$ cat src/rtl/pcint_input_conditioner_pkg.sv
// Shared register map and bit positions for the pin-change interrupt input stage.
package pcint_input_conditioner_pkg;

  // Register byte offsets from BASE_ADDR.
  localparam logic [31:0] PCINT_PCICR  = 32'h0000_0000;
  localparam logic [31:0] PCINT_PCIFR  = 32'h0000_0004;
  localparam logic [31:0] PCINT_PCMSK0 = 32'h0000_0008;
  localparam logic [31:0] PCINT_PCMSK2 = 32'h0000_000C;

  localparam int unsigned PCIE0 = 0;
  localparam int unsigned PCIE2 = 2;
  localparam int unsigned PCIF0 = 0;
  localparam int unsigned PCIF2 = 2;

  // Only the Port B and Port D enable/flag bits exist.
  localparam logic [7:0] PORT_BITS_MASK = 8'h05;

  typedef enum logic [1:0] {
    RegPcicr,
    RegPcifr,
    RegPcmsk0,
    RegPcmsk2
  } reg_sel_e;

endpackage

$ cat src/rtl/pcint_input_conditioner_pin_synchronizer.sv
// Multi-flop level synchroniser for asynchronous pad inputs; no filtering.
module pin_synchronizer #(
  parameter int unsigned WIDTH  = 8,
  parameter int unsigned STAGES = 2
) (
  input  logic             clk,
  input  logic             rst_n,
  input  logic [WIDTH-1:0] d,
  output logic [WIDTH-1:0] q
);

  logic [WIDTH-1:0] chain [STAGES];

  always_ff @(posedge clk or negedge rst_n) begin
    if (!rst_n) begin
      for (int unsigned i = 0; i < STAGES; i++) begin
        chain[i] <= '0;
      end
    end else begin
      chain[0] <= d;
      for (int unsigned i = 1; i < STAGES; i++) begin
        chain[i] <= chain[i-1];
      end
    end
  end

  assign q = chain[STAGES-1];

endmodule

$ cat src/rtl/pcint_input_conditioner.sv
// Pad synchroniser plus ATmega-style pin-change interrupt registers for Ports B and D.
module pcint_input_conditioner #(
  parameter logic [31:0] BASE_ADDR   = 32'h4000_0100,
  parameter int unsigned SYNC_STAGES = 2
) (
  input  logic        clk,
  input  logic        rst_n,
  input  logic        mem_valid,
  input  logic [31:0] mem_addr,
  input  logic [31:0] mem_wdata,
  input  logic [3:0]  mem_wstrb,
  output logic [31:0] mem_rdata,
  output logic        mem_ready,
  input  logic [7:0]  pad_in_b,
  input  logic [7:0]  pad_in_d,
  output logic [7:0]  pin_sync_b,
  output logic [7:0]  pin_sync_d,
  output logic        irq_pcint0,
  output logic        irq_pcint2
);
  import pcint_input_conditioner_pkg::*;

  localparam logic [2:0] ArmDone = 3'(SYNC_STAGES + 1);

  logic [7:0] prev_b, prev_d;
  logic [7:0] pcicr, pcifr, pcmsk0, pcmsk2;
  logic [7:0] pcifr_d;
  logic [7:0] change_b, change_d;
  logic [7:0] reg_val;
  logic [2:0] arm_cnt;
  logic       armed;
  logic       sel;
  logic       wr_en;
  reg_sel_e   reg_idx;
  logic       unused_bus_bits;

  assign unused_bus_bits = ^{mem_wdata[31:8], mem_wstrb[3:1]};

  pin_synchronizer #(
    .WIDTH  (8),
    .STAGES (SYNC_STAGES)
  ) u_sync_b (
    .clk   (clk),
    .rst_n (rst_n),
    .d     (pad_in_b),
    .q     (pin_sync_b)
  );

  pin_synchronizer #(
    .WIDTH  (8),
    .STAGES (SYNC_STAGES)
  ) u_sync_d (
    .clk   (clk),
    .rst_n (rst_n),
    .d     (pad_in_d),
    .q     (pin_sync_d)
  );

  always_comb begin
    sel     = 1'b1;
    reg_idx = RegPcicr;
    case (mem_addr)
      BASE_ADDR + PCINT_PCICR:  reg_idx = RegPcicr;
      BASE_ADDR + PCINT_PCIFR:  reg_idx = RegPcifr;
      BASE_ADDR + PCINT_PCMSK0: reg_idx = RegPcmsk0;
      BASE_ADDR + PCINT_PCMSK2: reg_idx = RegPcmsk2;
      default:                  sel = 1'b0;
    endcase
  end

  always_comb begin
    reg_val = 8'h00;
    unique case (reg_idx)
      RegPcicr:  reg_val = pcicr;
      RegPcifr:  reg_val = pcifr;
      RegPcmsk0: reg_val = pcmsk0;
      RegPcmsk2: reg_val = pcmsk2;
      default:   reg_val = 8'h00;
    endcase
  end

  assign mem_rdata = sel ? {24'h0, reg_val} : 32'h0;
  assign wr_en     = mem_valid & sel & mem_wstrb[0];

  // Until the synchroniser chain has flushed its reset zeros, level changes are not real edges.
  assign armed    = (arm_cnt == ArmDone);
  assign change_b = armed ? ((pin_sync_b ^ prev_b) & pcmsk0) : 8'h00;
  assign change_d = armed ? ((pin_sync_d ^ prev_d) & pcmsk2) : 8'h00;

  always_comb begin
    pcifr_d = pcifr;
    if (wr_en && (reg_idx == RegPcifr)) begin
      pcifr_d = pcifr & ~(mem_wdata[7:0] & PORT_BITS_MASK);
    end
    // A new change beats a simultaneous clear.
    if (|change_b) pcifr_d[PCIF0] = 1'b1;
    if (|change_d) pcifr_d[PCIF2] = 1'b1;
  end

  always_ff @(posedge clk or negedge rst_n) begin
    if (!rst_n) begin
      prev_b    <= 8'h00;
      prev_d    <= 8'h00;
      pcicr     <= 8'h00;
      pcifr     <= 8'h00;
      pcmsk0    <= 8'h00;
      pcmsk2    <= 8'h00;
      arm_cnt   <= 3'd0;
      mem_ready <= 1'b0;
    end else begin
      prev_b    <= pin_sync_b;
      prev_d    <= pin_sync_d;
      pcifr     <= pcifr_d;
      mem_ready <= mem_valid & sel;
      if (arm_cnt != ArmDone) arm_cnt <= arm_cnt + 3'd1;
      if (wr_en && (reg_idx == RegPcicr))  pcicr  <= mem_wdata[7:0] & PORT_BITS_MASK;
      if (wr_en && (reg_idx == RegPcmsk0)) pcmsk0 <= mem_wdata[7:0];
      if (wr_en && (reg_idx == RegPcmsk2)) pcmsk2 <= mem_wdata[7:0];
    end
  end

  assign irq_pcint0 = pcifr[PCIF0] & pcicr[PCIE0];
  assign irq_pcint2 = pcifr[PCIF2] & pcicr[PCIE2];

endmodule

$ cat config.mk
export PLATFORM = sky130hd
export DESIGN_NAME = pcint_input_conditioner
export DESIGN_NICKNAME = d
export VERILOG_FILES = /design/src/rtl/pcint_input_conditioner_pkg.sv /design/src/rtl/pcint_input_conditioner_pin_synchronizer.sv /design/src/rtl/pcint_input_conditioner.sv
export SDC_FILE = /design/constraint.sdc
export NUM_CORES = 1
export LEC_CHECK = 0
export ABC_AREA = 1
export BUFFER_PORTS_ARGS = -buffer_cell sky130_fd_sc_hd__buf_2
export CAP_MARGIN = 5
export CORE_MARGIN = 4
export CORE_UTILIZATION = 52
export CTS_CLUSTER_SIZE = 16
export DETAILED_ROUTE_END_ITERATION = 8
export PLACE_DENSITY = 0.85
export SYNTH_ARGS = -nofsm -noshare
export SYNTH_HDL_FRONTEND = slang
export SYNTH_SLANG_ARGS = --single-unit
$ cat constraint.sdc
create_clock -name clk -period 3.32 [get_ports clk]
set_clock_uncertainty 0.1 [all_clocks]
set_input_delay 0.498 -clock clk [delete_from_list [all_inputs] [get_ports clk]]
set_output_delay 0.498 -clock clk [all_outputs]
set_load 0.005 [all_outputs]
# == After elaboration in Yosys (flattened, before gate mapping) ==
# Index checks and enable logic that the tools add are counted.
# totals
reg_bits,78
output_inout_bits,51
wordCells,53
# classes
add_sub_neg,1
eq_ne,9
muxes,9
n_bitwise,10
n_reduce_logical,10
# ops
cell,count
32-bit by 31-bit equality test with 1-bit output (second input constant),4
8-bit case mux with 4 select lines,1
8-bit AND,3
8-bit two-way mux,3
8-bit OR reduction,2
8-bit XOR,2
3-bit inverter with 8-bit output,1
2-bit case mux with 3 select lines,1
1-bit AND,4
2-bit equality test (second input constant),2
1-bit logical AND,4
2-bit nonzero test,2
4-bit OR reduction,1
3-bit by 1-bit adder with 3-bit output (second input constant),1
3-bit by 2-bit equality test with 1-bit output (second input constant),1
1-bit two-way mux,3
3-bit two-way mux,1
3-bit by 2-bit inequality test with 1-bit output (second input constant),1
2-bit by 1-bit equality test with 1-bit output (second input constant),1
2-bit logical NOT,1

# == Logic depth before layout (Yosys ltp) ==
# logic_depth
word_depth,8
ltp_mapped,12

# == Modules after synthesis ==
# From an unflattened synthesis, not the netlist that was laid out.
# unflattened
cells_unflattened,332
hier_area_um2,3296.9
# modules_own_cells
module,instances,cells_each,area_each_um2,seq_area_each_um2
pcint_input_conditioner,1,284,2376.0,1001.0
pin_synchronizer,2,24,460.4,400.4

# == Worst setup path before layout ==
# Ideal clock, no wire load.
# synth_timing
path_kind,input to output
from,input mem_addr[15]
to,output mem_rdata[0]
arrival_time_ns,1.503
path_slack_ns,1.219
cell_stages,11
n_path_buf,0
path_cell_list,nor2_1 -> nand2_1 -> nor2_4 -> nand2_1 -> nor2_4 -> nand2_2 -> clkinv_4 -> o21ai_2 -> nor2_1 -> nor2_1 -> nor2_1
# synth_via
elab_chain_cells,5
word_cells_on_any_way,13
cone_classes,7 x eq/ne; 4 x mux; 2 x reduce/logical
# synth_rtl
item,line,rtl
"start, declared",pcint_input_conditioner.sv:9,"input logic [31:0] mem_addr,"
32-bit by 31-bit equality test with 1-bit output,pcint_input_conditioner.sv:62,case (mem_addr)
2-bit case mux with 3 select lines,pcint_input_conditioner.sv:62,
2-bit equality test (tied with other cells),pcint_input_conditioner.sv:73,unique case (reg_idx)
8-bit case mux with 4 select lines,pcint_input_conditioner.sv:73,
8-bit two-way mux (*),pcint_input_conditioner.sv:82,"assign mem_rdata = sel ? {24'h0, reg_val} : 32'h0;"
"end, declared",pcint_input_conditioner.sv:12,"output logic [31:0] mem_rdata,"
# Mark *: on every way between the ends. The rest lies on a longest branch, timed or not.

# == Final worst setup path ==
# layout_timing
from,input mem_addr[8]
to,output mem_rdata[5]
# The elaborated chain is that of the path after synthesis.

==> impl_metrics.yaml <==
cts:
  cts_setup_buffers: 0
  insertion_delay_ns: 0.34
  ctsHoldBuffers: 0
  cts_buffers: 9
  htree_levels: 3
  tritoncts: "done"
  cts-root-buf: "clkbuf_8"
  cts_sinks: 72
  cts_buffer_depth: 2
  cts_resized: 0
  clk_transition_reported_paths_ns: 0.07
place:
  dp_cells: 513
  port_buffers: 86
  dpl.hpwl_um: 5280
  gp_congestion: 0.840
sta:
  grt_setup_unrepaired: "no"
  slew_violations: 0
  whs_ns: 0.0772
  tns_ns: 0
  finalHoldViolations: 0
  fin_crit_ns: 2.55
  fin_crit_sh_pct: 76.8
  setup_viol: 0
  fmax_mhz: 392
setup_path:
  critical_path.startpoint: "mem_addr[8]"
  reg2reg_from: "arm_cnt[0]$_DFFE_PN0N_"
  critical_path_required_ns: 2.72
  critPathArrivalTime_ns: 1.95
  critPathLaunchType: "input pin"
  path_max_fanout: 8
  endpoint_kind: "output pin"
  crit_type: "in2out"
cells_and_area:
  nets: 536
  fillers: 519
  drive_gt1_share_pct: 29.4
  antenna_cells: 0
  fin_cells: 529
  syn2layout_area_growth_pct: 16.0
die:
  start_util_pct: 53.7
  dieWidth_um: 89.2
  io_pins: 138
  die_h_um: 89.2
  fp-row-count: 29
  core_sq_um: 6390
  dieArea_sq_um: 7960
global_route:
  grt_max_degree: 73
  globalRoute.totalOverflow: 0
  grt.total_usage_pct: 18.2
  antenna_found_initial: 0
  grt_pass1_vias: 2455
  grt_first_pass_wirelength_um: 10900
run:
  cap_violations: 0
logic_synthesis:
  yosys-top-cells-area: "dfrtp_1 53%, buf_4 8.8%, nand2_1 7.7%"
  netlist_area_sq_um: 3430
  netlist-cell-type-count: 34
  synth_top_area_share_pct: 52.5
  yosysSeqAreaShare_pct: 52.5
  synth.avg_cell_area_sq_um: 9.34
  ys_ff_latch: 72
  async_reset_ff_share_pct: 100
  ys.flop_type: "dfrtp_1"
  synth_edf_count: 0
  yosysWarnings: 0
  netlist_instances: 367
  post-synth-top-area-cell: "dfrtp_1"
power_and_ir_drop:
  vdd_drop_max_uv: 403
  p_leak_nw: 2.00
  powerDensity_nw_per_um2: 447
  fin_total_pwr_mw: 1.78
routing:
  vias: 2591
  drt-initial-drc-count: 60
  drtAntennaViolNets: 0
  via_per_inst: 4.90
  drtPass1Iterations: 4
  post_drt_wl_per_cell_um: 13.0
  wl_um: 6850
  drc: 0
outcome:
  status: "finished clean"
worst_hold_path:
  worstHoldPathType: "in2async"
-- flip-flops by register name (all words and copies together), names as in the netlist, 3 cells and up --
| name | count |
|---|---|
| u_sync_b.chain | 8 |
| prev_d | 8 |
| pcmsk0 | 8 |
| u_sync_d.chain | 8 |
| arm_cnt | 3 |
| prev_b | 8 |
| pcmsk2 | 8 |
| u_sync_d.q | 8 |
| u_sync_b.q | 8 |
-- final timing paths --
kind,slack [ns],cells after the start,endpoint
min in group clk,0.16,1,u_sync_d.chain[8]$_DFF_PN0_
min,0.08,2,u_sync_d.chain[13]$_DFF_PN0_
min reg2reg,0.25,0,u_sync_d.q[5]$_DFF_PN0_
max,0.77,12,mem_rdata[5]
max reg2reg,1.96,3,arm_cnt[1]$_DFFE_PN0N_
max in group asynchronous,2.75,2,prev_b[0]$_DFF_PN0_
-- cell type report --
class | count | area, sq um | share of cell area, %
Clock inverter | 6 | 92.6 | 2.33
Inverter | 31 | 121 | 3.05
Multi-Input combinational cell | 246 | 1290 | 32.4
Clock buffer | 10 | 128 | 3.21
Sequential cell | 72 | 1800 | 45.3
Tap cell | 77 | 96.3 | 2.42
Timing Repair Buffer | 87 | 450 | 11.3
-- cells by family after synthesis --
kind of cell | share of synthesized area, %
other | 0.109
adder cells (fa/ha/maj) | 0.730
AND/OR/NAND/NOR | 24.3
buffers and inverters | 12.4
flip-flops | 52.5
XOR/XNOR | 1.53
multiplexers | 2.96
AO/OA/AOI/OAI | 5.40
-- critical path, cell delays in order --
cell,delay (ns)
buf_2,0.09
inv_1,0.05
nor2_1,0.08
nand2_1,0.09
nor2_4,0.17
nand2_1,0.11
nor2_4,0.12
nand2_2,0.11
clkinv_4,0.09
o21ai_2,0.10
o21ai_0,0.26
buf_2,0.17
-- Yosys cell counts, types with 4 or more instances --
| cell type | number |
|---|---|
| a21oi_1 | 6 |
| nand3_1 | 14 |
| nor2_4 | 7 |
| nor2_1 | 51 |
| nor2_2 | 4 |
| mux2_4 | 6 |
| nand4_1 | 14 |
| o21ai_0 | 19 |
| inv_1 | 28 |
| buf_4 | 40 |
| nand2_1 | 70 |
| dfrtp_1 | 72 |
-- power by group --
group,switching [mW],leakage (nW),internal [mW]
Sequential,0.0166,0.863,0.906
Combinational,0.0667,1.03,0.0469
Clock,0.316,0.103,0.427
-- metal layers --
metal  wire, um  share of wire (%)  track usage [%]  up-vias
li1           -                  -                -     1280
met3        663                9.7             4.98       13
met1       2880                 42             22.6     1179
met4        145                2.1             9.07        0
met2       3170                 46             29.5      119
met5          0                  0                0        -
-- cells in the final DEF, fill, tap and decap left out, drive strengths merged --
| master | instances |
|---|---|
| bufinv | 2 |
| clkbuf | 10 |
| a22o | 1 |
| mux2 | 7 |
| clkinvlp | 2 |
| clkinv | 2 |
| o22ai | 2 |
| o21ai | 20 |
| o21bai | 1 |
| or2 | 3 |
| nor2 | 62 |
| nor3 | 3 |
| dfrtp | 72 |
| xnor2 | 3 |
| buf | 87 |
| nand3 | 15 |
| ha | 2 |
| a31oi | 1 |
| a21o | 1 |
| nand3b | 3 |
| conb | 24 |
| xor2 | 3 |
| nand2 | 73 |
| inv | 31 |
| a21oi | 7 |
| nand4 | 15 |
-- stage by stage --
| step | setup WS, ns | util, % | instance area (sq um) |
|---|---|---|---|
| 2_1_floorplan | 1.22 | - | 3520 |
| 3_3_place_gp | 0.823 | 58.9 | 3760 |
| 3_5_place_dp | 0.768 | 58.9 | 3760 |
| 4_1_cts | 0.765 | 62.3 | 3980 |
| 5_1_grt | 0.585 | 62.3 | 3980 |
| 6_report | 0.769 | 62.3 | 3980 |
No activity file was read; power rests on OpenSTA's default activity.
